==> config.mk <==
export PLATFORM = sky130hd
export DESIGN_NAME = fifo_bypass_cfg_flat
export DESIGN_NICKNAME = d
export VERILOG_FILES = /design/src/rtl/fifo_bypass_cfg_if.sv /design/src/rtl/fifo_bypass_cfg.sv /design/src/flat_wrapper.sv
export SDC_FILE = /design/constraint.sdc
export NUM_CORES = 1
export LEC_CHECK = 0
export CAP_MARGIN = 40
export CORE_MARGIN = 5
export CORE_UTILIZATION = 50
export CTS_CLUSTER_SIZE = 12
export DETAILED_ROUTE_END_ITERATION = 16
export MAX_ROUTING_LAYER = met4
export PLACE_DENSITY = 0.95
export SKIP_LAST_GASP = 1
export SYNTH_ARGS = -nofsm -noshare
export SYNTH_HDL_FRONTEND = slang
export SYNTH_SLANG_ARGS = --single-unit
==> constraint.sdc <==
create_clock -name clk -period 11.65 [get_ports clk]
set_input_delay 2.33 -clock clk [delete_from_list [all_inputs] [get_ports clk]]
set_output_delay 2.33 -clock clk [all_outputs]
set_load 0.005 [all_outputs]
==> src/rtl/fifo_bypass_cfg_if.sv <==
// Handshake/bus bundle for fifo_bypass_cfg: producer, consumer, flush and status signals.
// The slave modport is the FIFO; the master modport is whatever drives it.
interface fifo_bypass_cfg_if #(
  parameter int DATA_WIDTH = 64,
  parameter int DEPTH      = 3
);
  localparam int CNT_WIDTH = $clog2(DEPTH + 1);

  logic                  i__bypass_en;
  logic                  i__data_in_valid;
  logic [DATA_WIDTH-1:0] i__data_in;
  logic                  o__data_in_ready;
  logic                  o__data_in_ready__next;
  logic                  o__data_out_valid;
  logic [DATA_WIDTH-1:0] o__data_out;
  logic                  i__data_out_ready;
  logic                  i__clear_all;
  logic [CNT_WIDTH-1:0]  o__count;
  logic                  o__almost_full;
  logic [CNT_WIDTH-1:0]  o__max_count;
  logic [DATA_WIDTH-1:0] oa__all_data [0:DEPTH-1];

  modport slave (
    input  i__bypass_en, i__data_in_valid, i__data_in, i__data_out_ready, i__clear_all,
    output o__data_in_ready, o__data_in_ready__next, o__data_out_valid, o__data_out,
    output o__count, o__almost_full, o__max_count, oa__all_data
  );

  modport master (
    output i__bypass_en, i__data_in_valid, i__data_in, i__data_out_ready, i__clear_all,
    input  o__data_in_ready, o__data_in_ready__next, o__data_out_valid, o__data_out,
    input  o__count, o__almost_full, o__max_count, oa__all_data
  );
endinterface

==> src/rtl/fifo_bypass_cfg.sv <==
// Circular-buffer FIFO with optional zero-latency pass-through when empty, synchronous
// flush, occupancy/high-water status. Valid/ready: a word moves when valid & ready at a rising edge.
module fifo_bypass_cfg #(
  parameter int DATA_WIDTH = 64,
  parameter int DEPTH      = 3,
  parameter int AF_THRESH  = DEPTH - 1
) (
  input  logic             clk,
  input  logic             reset,
  fifo_bypass_cfg_if.slave io
);
  localparam int ADDR_WIDTH = $clog2(DEPTH);
  localparam int CNT_WIDTH  = $clog2(DEPTH + 1);
  localparam logic [CNT_WIDTH-1:0]  DEPTH_C = CNT_WIDTH'(DEPTH);
  localparam logic [CNT_WIDTH-1:0]  AF_C    = CNT_WIDTH'(AF_THRESH);
  localparam logic [ADDR_WIDTH-1:0] LAST_C  = ADDR_WIDTH'(DEPTH - 1);

  logic [DATA_WIDTH-1:0] mem_q [0:DEPTH-1];
  logic [ADDR_WIDTH-1:0] wr_ptr_q, wr_ptr_d;
  logic [ADDR_WIDTH-1:0] rd_ptr_q, rd_ptr_d;
  logic [CNT_WIDTH-1:0]  count_q, count_d;
  logic [CNT_WIDTH-1:0]  max_q, max_d;

  logic in_ready, bypass, out_valid, push, pop;

  function automatic logic [ADDR_WIDTH-1:0] ptr_inc(input logic [ADDR_WIDTH-1:0] p);
    return (p == LAST_C) ? '0 : p + 1'b1;
  endfunction

  always_comb begin
    in_ready  = (count_q < DEPTH_C) & ~io.i__clear_all & ~reset;
    bypass    = (count_q == '0) & io.i__bypass_en & io.i__data_in_valid & ~reset & ~io.i__clear_all;
    out_valid = bypass | ((count_q != '0) & ~io.i__clear_all);
    // A bypassed word taken by the consumer never touches storage.
    push      = io.i__data_in_valid & in_ready & ~(bypass & io.i__data_out_ready);
    pop       = out_valid & io.i__data_out_ready & (count_q != '0);

    wr_ptr_d = push ? ptr_inc(wr_ptr_q) : wr_ptr_q;
    rd_ptr_d = pop  ? ptr_inc(rd_ptr_q) : rd_ptr_q;
    count_d  = count_q + CNT_WIDTH'(push) - CNT_WIDTH'(pop);
    max_d    = (count_d > max_q) ? count_d : max_q;
    if (io.i__clear_all) begin
      wr_ptr_d = '0;
      rd_ptr_d = '0;
      count_d  = '0;
      max_d    = '0;
    end
  end

  always_ff @(posedge clk or posedge reset) begin
    if (reset) begin
      wr_ptr_q <= '0;
      rd_ptr_q <= '0;
      count_q  <= '0;
      max_q    <= '0;
      for (int i = 0; i < DEPTH; i++) mem_q[i] <= '0;
    end else begin
      wr_ptr_q <= wr_ptr_d;
      rd_ptr_q <= rd_ptr_d;
      count_q  <= count_d;
      max_q    <= max_d;
      if (push) mem_q[wr_ptr_q] <= io.i__data_in;
    end
  end

  always_comb begin
    io.o__data_in_ready       = in_ready;
    io.o__data_in_ready__next = (count_d < DEPTH_C) & ~reset;
    io.o__data_out_valid      = out_valid;
    io.o__data_out            = bypass ? io.i__data_in : mem_q[rd_ptr_q];
    io.o__count               = count_q;
    io.o__almost_full         = (count_q >= AF_C);
    io.o__max_count           = max_q;
    for (int i = 0; i < DEPTH; i++) io.oa__all_data[i] = mem_q[i];
  end
endmodule

==> src/flat_wrapper.sv <==
// flat-port wrapper written by rule: the top's interface ports become plain ports
module fifo_bypass_cfg_flat 
#(
  parameter int DATA_WIDTH = 64,
  parameter int DEPTH      = 3,
  parameter int AF_THRESH  = DEPTH - 1
)
  (clk, reset, io_i__bypass_en, io_i__data_in_valid, io_i__data_in, io_i__data_out_ready, io_i__clear_all, io_o__data_in_ready, io_o__data_in_ready__next, io_o__data_out_valid, io_o__data_out, io_o__count, io_o__almost_full, io_o__max_count, io_oa__all_data);
  fifo_bypass_cfg_if #(.DATA_WIDTH(DATA_WIDTH), .DEPTH(DEPTH)) io_i ();
  input  logic clk;
  input  logic reset;
  input wire logic [$bits(io_i.i__bypass_en)-1:0] io_i__bypass_en;
  input wire logic [$bits(io_i.i__data_in_valid)-1:0] io_i__data_in_valid;
  input wire logic [$bits(io_i.i__data_in)-1:0] io_i__data_in;
  input wire logic [$bits(io_i.i__data_out_ready)-1:0] io_i__data_out_ready;
  input wire logic [$bits(io_i.i__clear_all)-1:0] io_i__clear_all;
  output wire logic [$bits(io_i.o__data_in_ready)-1:0] io_o__data_in_ready;
  output wire logic [$bits(io_i.o__data_in_ready__next)-1:0] io_o__data_in_ready__next;
  output wire logic [$bits(io_i.o__data_out_valid)-1:0] io_o__data_out_valid;
  output wire logic [$bits(io_i.o__data_out)-1:0] io_o__data_out;
  output wire logic [$bits(io_i.o__count)-1:0] io_o__count;
  output wire logic [$bits(io_i.o__almost_full)-1:0] io_o__almost_full;
  output wire logic [$bits(io_i.o__max_count)-1:0] io_o__max_count;
  output wire logic [$bits(io_i.oa__all_data)-1:0] io_oa__all_data;
  assign io_i.i__bypass_en = io_i__bypass_en;
  assign io_i.i__data_in_valid = io_i__data_in_valid;
  assign io_i.i__data_in = io_i__data_in;
  assign io_i.i__data_out_ready = io_i__data_out_ready;
  assign io_i.i__clear_all = io_i__clear_all;
  assign io_o__data_in_ready = io_i.o__data_in_ready;
  assign io_o__data_in_ready__next = io_i.o__data_in_ready__next;
  assign io_o__data_out_valid = io_i.o__data_out_valid;
  assign io_o__data_out = io_i.o__data_out;
  assign io_o__count = io_i.o__count;
  assign io_o__almost_full = io_i.o__almost_full;
  assign io_o__max_count = io_i.o__max_count;
  assign io_oa__all_data = {>>{io_i.oa__all_data}};
  fifo_bypass_cfg #(.DATA_WIDTH(DATA_WIDTH), .DEPTH(DEPTH), .AF_THRESH(AF_THRESH)) u_core (.clk(clk), .reset(reset), .io(io_i));
endmodule
==> results.toml, run 1 <==
[timing]
rsz0062_at_grt = "false"
finalSetupViolations = 0
slew_headroom_pct = 42.9
max_clock_freq_ghz = 0.131
finalCriticalPeriod_ps = 7640
worst_pin_slew_ps = 856
final-hold-violation-count = 0
fin_crit_sh_pct = 65.6
tns_ps = 0
maxSlewViolCount = 0
fin_worst_skew_ps = 14.5

[synthesis]
synthAdderAreaFrac_pct = 0.515
syn_avg_cell_area_um2 = 11.9
syn_inst = 815
synth.distinct_cells = 25
synth-xor-area-share_pct = 0.180
synth-seq-cells = 200
yosys.area_share.simple_pct = 5.94
syn-cell-area_um2 = 9720
syn_nets = 889
ys_seq_area_share_pct = 51.5
synth_compound_area_share_pct = 7.29
synth_top_family_by_area = "multiplexers"
synthMuxAreaShare_pct = 31.0
ys_warn_count = 0

[floorplan]
die_area_um2 = 22300
num_rows = 51
dieWidth_um = 149
boundaryPins = 334
die_y_um = 149
core-area_um2 = 19300
start_util_pct = 50.4

[cts]
tritoncts = "done"
htree_num_levels = 4
cts_sinks = 200
cts_root_buffer = "clkbuf_16"
clock_path_buffers = 2
hold_buffers = 0
numCtsBuffers = 17
ctsResizeCount = 0
post-cts-setup-buffers = 0
clk_pin_slew_ps = 70
insertion_delay_ps = 420

[worst_setup_path]
endpoint_kind = "output pin"
crit_family = "buffers and inverters"
cp_max_fo = 73
crit_start = "io_i__clear_all"
crit_slowest_cell = "clkdlybuf4s50_1"
crit_chain = "clkdlybuf4s50_1 > nor2_1 > nand4_1 > buf_4 > buf_4 > nor2_1 > a21oi_1 > clkdlybuf4s50_1"
cp.required_ps = 9320
r2r_setup_slack_ps = 8670
rr_startpoint = "u_core.io.o__count[1]"
criticalPathCategory = "input port to output pin"
arrival_ps = 5310
crit_path_max_incr_delay_ps = 730
path_buf_inv = 4
cp-start-kind = "input port"

[routing]
drt_iter0_markers = 366
ant_nets = 0
drc = 0
drtPass1Iterations = 5
wirelength_um = 28900
avgViaCountPerCell = 5.53
drt-wirelength-per-cell_um = 20.7
vias = 7731

[power_and_ir_drop]
power_switching_w = 0.000661
clkPwrFrac_pct = 25.3
ir_worst_vdd_uv = 97.2
share_comb_of_total_power_pct = 35.0
internal_power_w = 0.00161
cellPowerDensity_nw_per_um2 = 165
swShare_pct = 29.1
seqPwrFrac_pct = 39.7
p_leak_nw = 6.14

[global_routing]
grt_pass1_wl_um = 45300
grt_pass1_vias = 8245
grt_max_degree = 117
grt_use_total_pct = 26.5
grt-ovfl-total = 0
grt_antenna_before_repair = 0

[min_path]
min-delay-start = "u_core.io.oa__all_data[38]"
hold_class = "register to register"

[status]
status = "finished, final reports clean"

[cells_and_area]
syn_to_final_growth_pct = 42.1
diodes = 0
drive_gt1_share_pct = 21.8
nets = 1195
fin_area_um2 = 13800

[placement]
gp_congestion = 0.856
hpwl_um = 20300
io_buffer_count = 333
place_area_um2 = 13200

[flow_run]
drv_cap = 0
-- state kept, by name (all words and copies together), names as in the netlist --
register and cells:
u_core.io.oa__all_data 192, u_core.io.o__max_count 2, u_core.wr_ptr_q 2, u_core.rd_ptr_q 2
u_core.io.o__count 2
-- worst register-to-register path: stages, from the launching register on --
cell	delay, ps
dfrtp_1	470
o311ai_2	590
inv_1	100
ha_1	210
xnor2_1	130
xnor2_1	310
ha_1	310
nor2b_1	130
o21ai_0	310
mux2i_1	240
nor2_1	60
-- logic make-up (layout without fill, tap and decap cells) --
group / Yosys count / after routing
DFF: 200 / 200
xor gates and xnor gates: 2 / 2
buffers and inverters: 66 / 385
adders and majority gates: 4 / 4
muxes: 259 / 259
and+or+nand+nor: 147 / 147
AOI/OAI and AO/OA: 137 / 137
-- cells in the final DEF, fill, tap and decap left out, drive strengths merged, types with 2 or more instances in the layout --
cell type / instances
mux2i: 67
clkdlybuf4s50: 333
a21oi: 131
mux2: 192
dfrtp: 200
o21ai: 3
nand2: 3
buf: 13
clkbuf: 20
xnor2: 2
ha: 4
nor2b: 2
nor2: 135
nor3b: 3
inv: 12
clkinv: 6
-- layer usage --
layer / global-route usage (%) / routed length (µm) / vias to the layer above
li1: - / - / 3453
met1: 32.0 / 11400 / 3890
met2: 44.5 / 14600 / 339
met3: 6.24 / 2190 / 49
met4: 8.15 / 719 / 0
met5: - / 0 / -
-- synthesized netlist by cell type, drive strengths merged --
library cell,count,share of area (%)
a211oi,1,0.13
a21oi,131,6.7
a31o,1,0.090
and2,1,0.064
buf,33,2.3
clkbuf,26,1.0
dfrtp,200,51
ha,4,0.52
inv,7,0.27
mux2,192,24
mux2i,67,6.9
nand2,3,0.12
nand4,1,0.064
nor2,135,5.2
nor2b,2,0.13
nor3,1,0.051
nor3b,3,0.23
o21ai,3,0.15
o311ai,1,0.17
or3,1,0.064
xnor2,2,0.18
-- metrics by stage --
stage          hold WS, ps  worst slack, ps  instances  util, %  power, W
6_report               532             4010       1399     71.7   0.00227
5_1_grt                541             3850       1399     71.7   0.00239
3_3_place_gp           512             4220       1364     68.4   0.00168
3_5_place_dp           518             4040       1367     68.7   0.00171
4_1_cts                536             4050       1399     71.7   0.00229
2_1_floorplan          519             3870        815        -   0.00121
-- power by group through the flow --
| stage | Clock [W] | Combinational [W] | Sequential (W) |
|---|---|---|---|
| after floorplan | 0 | 0.000309 | 0.000905 |
| after global placement | 0 | 0.000775 | 0.000905 |
| after detailed placement | 0 | 0.000798 | 0.000912 |
| after CTS | 0.000585 | 0.000803 | 0.000900 |
| after global routing | 0.000617 | 0.000853 | 0.000918 |
| final | 0.000575 | 0.000795 | 0.000902 |
-- layout make-up --
type | count | area [µm²]
clock buffer | 20 | 467
clock inverter | 12 | 108
fill | 1345 | 5460
inverter | 7 | 33.8
multi-input combinational | 549 | 4390
sequential | 200 | 5010
tap | 265 | 332
timing repair buffer | 346 | 3470
-- final timing paths --
path | to | cells past startpoint
max in group asynchronous | u_core.io.oa__all_data[56] | 4
worst max register to register | u_core.io.o__max_count[0] | 10
worst max-delay path | io_o__data_out[57] | 8
worst min-delay path | u_core.io.oa__all_data[38] | 1
min in group asynchronous | u_core.io.o__count[0] | 2
worst min register to register | u_core.io.oa__all_data[38] | 1
No activity file was read; power rests on OpenSTA's default activity.
==> inputs of run 2 (changes only) <==
--- a/config.mk
+++ b/config.mk
@@ -7,11 +7,11 @@
 export LEC_CHECK = 0
 export CAP_MARGIN = 40
 export CORE_MARGIN = 5
-export CORE_UTILIZATION = 50
+export CORE_UTILIZATION = 46
 export CTS_CLUSTER_SIZE = 12
 export DETAILED_ROUTE_END_ITERATION = 16
 export MAX_ROUTING_LAYER = met4
-export PLACE_DENSITY = 0.95
+export PLACE_DENSITY = 0.89
 export SKIP_LAST_GASP = 1
 export SYNTH_ARGS = -nofsm -noshare
 export SYNTH_HDL_FRONTEND = slang
==> constraint.sdc (replaced) <==
create_clock -name clk -period 7.7 [get_ports clk]
set_input_delay 1.54 -clock clk [delete_from_list [all_inputs] [get_ports clk]]
set_output_delay 1.54 -clock clk [all_outputs]
set_load 0.005 [all_outputs]
==> results.toml, run 2 (same netlist as run 1, synthesis figures left out) <==
[power_and_ir_drop]
cellPowerDensity_nw_per_um2 = 247
seqPwrFrac_pct = 40.0
swShare_pct = 29.3
clkPwrFrac_pct = 24.7
p_leak_nw = 6.13
share_comb_of_total_power_pct = 35.3
internal_power_w = 0.00241
ir_worst_vdd_uv = 150
power_switching_w = 0.00100

[floorplan]
dieWidth_um = 155
start_util_pct = 46.5
core-area_um2 = 20900
die_y_um = 155
boundaryPins = 334
num_rows = 53
die_area_um2 = 24100

[placement]
gp_congestion = 0.953
place_area_um2 = 13300
hpwl_um = 20300
dp_slack_ps = 2230
io_buffer_count = 333

[cells_and_area]
drive_gt1_share_pct = 21.7
fillers = 1614
nets = 1196
multiInputGateArea_um2 = 4390
syn_to_final_growth_pct = 42.3
register_area_um2 = 5010
largest_reg_flops = 192
layout_commonest_cell = "clkdlybuf4s50_1"
fin_area_um2 = 13800
diodes = 0
most-common-layout-cells = "333 x clkdlybuf4s50_1, 198 x dfrtp_1, 143 x mux2_2, 135 x nor2_1, 131 x a21oi_1"

[cts]
cts_root_buffer = "clkbuf_16"
post-cts-setup-buffers = 0
insertion_delay_ps = 420
htree_num_levels = 4
hold_buffers = 0
cts_sinks = 200
clock_path_buffers = 2
clk_pin_slew_ps = 70
ctsResizeCount = 0
tritoncts = "done"
numCtsBuffers = 17

[flow_run]
drv_cap = 0

[status]
status = "finished, final reports clean"

[global_routing]
grt_pass1_wl_um = 45600
grt_use_total_pct = 24.4
grt-ovfl-total = 0
grt_pass1_vias = 8071
grt_max_degree = 119
grt_antenna_before_repair = 0

[worst_setup_path]
cp_max_fo = 63
crit_family = "buffers and inverters"
endpoint_kind = "output pin"
crit_path_max_incr_delay_ps = 720
arrival_ps = 3940
cp-start-kind = "input port"
path_buf_inv = 3
cp.required_ps = 6160
crit_slowest_cell = "clkdlybuf4s50_1"
criticalPathCategory = "input port to output pin"
crit_chain = "clkdlybuf4s50_1 > nor2_1 > nand4_1 > buf_4 > nor2_1 > a21oi_1 > clkdlybuf4s50_1"

[timing]
tns_ps = 0
max_clock_freq_ghz = 0.182
worst_slack_ps = 2220
slew_headroom_pct = 39.9
finalSetupViolations = 0
fin_worst_skew_ps = 12.9
fin_crit_sh_pct = 71.2
rsz0062_at_grt = "false"
maxSlewViolCount = 0
finalCriticalPeriod_ps = 5480
final-hold-violation-count = 0
worst_pin_slew_ps = 902

[min_path]
hold_class = "register to register"

[routing]
wirelength_um = 29200
ant_nets = 0
drc = 0
drtPass1Iterations = 4
drt-wirelength-per-cell_um = 20.8
avgViaCountPerCell = 5.41
vias = 7618
drt_iter0_markers = 352
run 2: changes by cell type in the layout (fill, tap and decap cells not counted), moves of 2 or more:
cell | previous run | this run
clkbuf_8 | 3 | 0
buf_12 | 3 | 0
inv_6 | 2 | 0
clkinvlp_4 | 1 | 3
buf_16 | 0 | 3
run 2: metal layers:
layer  up-vias  track usage (%)  share of wire (%)  routed length (µm)
li1       3463                -                  -                   -
met1      3820             29.8                 41               12000
met2       278             40.0                 50               14500
met3        57             5.76                6.6                1920
met4         0             8.59                2.8                 813
met5         -                -                  0                   0
run 2: layout make-up:
cell class	instances	share of cell area (%)
Sequential cell	200	36.2
Clock inverter	13	0.878
Clock buffer	18	3.10
Inverter	7	0.244
Tap cell	275	2.49
Timing Repair Buffer	347	25.3
Multi-Input combinational cell	549	31.8
run 2: metrics by stage:
stage          instances  utilization (%)  power, W  hold WS [ps]
3_3_place_gp        1375             63.2   0.00255           512
6_report            1409             66.2   0.00341           534
5_1_grt             1409             66.2   0.00359           555
2_1_floorplan        815                -   0.00184           519
3_5_place_dp        1378             63.6   0.00259           519
4_1_cts             1409             66.2   0.00344           539
run 2: power by group through the flow:
stage                     Combinational [W]  Sequential (W)  Clock [W]
after floorplan                    0.000468         0.00137          0
after global placement              0.00118         0.00137          0
after detailed placement            0.00121         0.00138          0
after CTS                           0.00122         0.00136   0.000862
after global routing                0.00129         0.00139   0.000909
final                               0.00120         0.00136   0.000843
run 2: final timing paths:
path,start,to,slack [ps],cells after the start
min,u_core.io.oa__all_data[151],u_core.io.oa__all_data[151],530,1
max,io_i__clear_all,io_o__data_out[14],2220,7
min in group asynchronous,reset,u_core.io.o__max_count[1],1530,2
max in group asynchronous,reset,u_core.io.oa__all_data[80],4700,5
max reg2reg,u_core.io.o__count[1],u_core.io.o__max_count[1],4780,10
min reg2reg,u_core.io.oa__all_data[151],u_core.io.oa__all_data[151],530,1
run 2: worst reg2reg max path: cells and delay by family, from the launching register on:
kind / cells / cell delay (ps)
adders and majority gates: 2 / 520
muxes: 1 / 250
xor gates and xnor gates: 2 / 430
buffers and inverters: 1 / 90
AOI/OAI and AO/OA: 2 / 860
and+or+nand+nor: 2 / 190
DFF: 1 / 470
==> inputs of run 3 (changes only) <==
==> constraint.sdc (replaced) <==
create_clock -name clk -period 5.2 [get_ports clk]
set_input_delay 1.04 -clock clk [delete_from_list [all_inputs] [get_ports clk]]
set_output_delay 1.04 -clock clk [all_outputs]
set_load 0.005 [all_outputs]
==> results.toml, run 3 (same netlist as run 1, synthesis figures left out) <==
[cts]
post-cts-setup-buffers = 0
htree_num_levels = 4
insertion_delay_ps = 420
hold_buffers = 0
clk_pin_slew_ps = 80
ctsResizeCount = 0
tritoncts = "done"
cts_sinks = 200
clock_path_buffers = 2
numCtsBuffers = 17
cts_root_buffer = "clkbuf_16"

[routing]
drc = 0
wirelength_um = 29400
drtPass1Iterations = 5
vias = 7651
avgViaCountPerCell = 5.42
drt-wirelength-per-cell_um = 20.8
drt_iter0_markers = 379
ant_nets = 0

[worst_setup_path]
crit_path_max_incr_delay_ps = 620
crit_family = "buffers and inverters"
crit_slowest_cell = "clkdlybuf4s50_1"
arrival_ps = 3450
criticalPathCategory = "input port to output pin"
crit_chain = "clkdlybuf4s50_1 > a211oi_2 > o311ai_2 > inv_1 > ha_1 > xnor2_1 > xnor2_1 > a21oi_1 > clkdlybuf4s50_1"
r2r_setup_slack_ps = 2240
cp_max_fo = 11
endpoint_kind = "output pin"
reg2reg_to = "u_core.io.o__max_count[1]"
cp-start-kind = "input port"
rr_startpoint = "u_core.io.o__count[0]"
cp.required_ps = 4160
path_buf_inv = 3
reg2reg_depth = 10

[timing]
finalCriticalPeriod_ps = 4490
worst_pin_slew_ps = 889
fin_crit_sh_pct = 86.3
tns_ps = 0
maxSlewViolCount = 0
fin_worst_skew_ps = 14.3
final-hold-violation-count = 0
timing.hold.ws_ps = 534
rsz0062_at_grt = "false"
finalSetupViolations = 0
slew_headroom_pct = 40.7
max_clock_freq_ghz = 0.223

[power_and_ir_drop]
cellPowerDensity_nw_per_um2 = 367
ir_worst_vdd_uv = 212
power_w = 0.00509
p_leak_nw = 6.16

[global_routing]
grt_max_degree = 87
grt_pass1_wl_um = 46200
grt_use_total_pct = 24.7
grt_pass1_vias = 8336
grt-ovfl-total = 0
grt_antenna_before_repair = 0

[cells_and_area]
fin_area_um2 = 13900
post_layout_nonfiller_instances = 1411
largest_reg_flops = 192
layout_commonest_cell = "clkdlybuf4s50_1"
fillers = 1545
drive_gt1_share_pct = 21.8
most-common-layout-cells = "333 x clkdlybuf4s50_1, 198 x dfrtp_1, 143 x mux2_2, 135 x nor2_1, 131 x a21oi_1"
diodes = 0
syn_to_final_growth_pct = 42.8
nets = 1197

[floorplan]
dieWidth_um = 155
core-area_um2 = 20900
die_area_um2 = 24100
start_util_pct = 46.5
die_y_um = 155
boundaryPins = 334
num_rows = 53

[placement]
gp_congestion = 0.881
placed_cells = 1379
hpwl_um = 20300
io_buffer_count = 333
place_area_um2 = 13300

[min_path]
hold_end = "u_core.io.oa__all_data[40]"
min-delay-start = "u_core.io.oa__all_data[40]"
holdPathStages = 1
hold_class = "register to register"

[status]
status = "finished, final reports clean"

[flow_run]
drv_cap = 0
run 3: changes by cell type in the layout (fill, tap and decap cells not counted):
cell / previous run / this run
buf_12: 0 / 5
buf_16: 3 / 1
buf_4: 11 / 9
clkinv_2: 1 / 2
clkinv_4: 5 / 3
clkinv_8: 1 / 3
clkinvlp_4: 3 / 1
inv_6: 0 / 5
inv_8: 4 / 1
run 3: report_power, final:
part	internal [W]	switching [W]
clock network	0.000638	0.000646
logic	0.00114	0.000647
registers	0.00181	0.000218
run 3: worst max path at each step:
| stage | to | slack, ps | start | depth (start not counted) |
|---|---|---|---|---|
| 3_3_place_gp | io_o__data_in_ready__next | 810 | io_i__clear_all | 9 |
| 6_report | io_o__data_in_ready__next | 710 | io_i__clear_all | 9 |
| 3_5_place_dp | io_o__data_in_ready__next | 720 | io_i__data_out_ready | 9 |
| 5_1_grt | io_o__data_in_ready__next | 500 | io_i__clear_all | 9 |
| 2_1_floorplan | u_core.io.o__count[0] | 1570 | reset | 1 |
| 4_1_cts | io_o__data_in_ready__next | 710 | io_i__clear_all | 9 |
run 3: routing by layer:
metal / vias up / global-route usage, % / wire [µm] / part of all wire [%]
met2: 325 / 41.6 / 14800 / 50
li1: 3476 / - / - / -
met4: 0 / 9.34 / 881 / 3.0
met3: 62 / 5.73 / 2060 / 7.0
met5: - / - / 0 / 0
met1: 3788 / 29.0 / 11700 / 40
run 3: per-stage QoR:
step	setup WS, ps	util [%]
after global placement	806	63.5
after floorplan	1570	-
after CTS	713	66.4
after global routing	501	66.4
after detailed placement	719	63.7
final	710	66.4
run 3: cell type report:
class	count	area, µm²	area share (%)
Clock buffer	18	429	3.09
Timing Repair Buffer	348	3530	25.4
Sequential cell	200	5010	36.1
Tap cell	275	344	2.48
Multi-Input combinational cell	549	4390	31.7
Inverter	7	30.0	0.216
Clock inverter	14	140	1.01
run 3: worst reg2reg max path: stages (launching register included):
cell      delay [ps]
dfrtp_1          460
o311ai_2         570
inv_1            110
ha_1             220
xnor2_1          140
xnor2_1          290
ha_1             300
nor2b_1          130
o21ai_0          310
mux2i_1          250
nor2_1            60
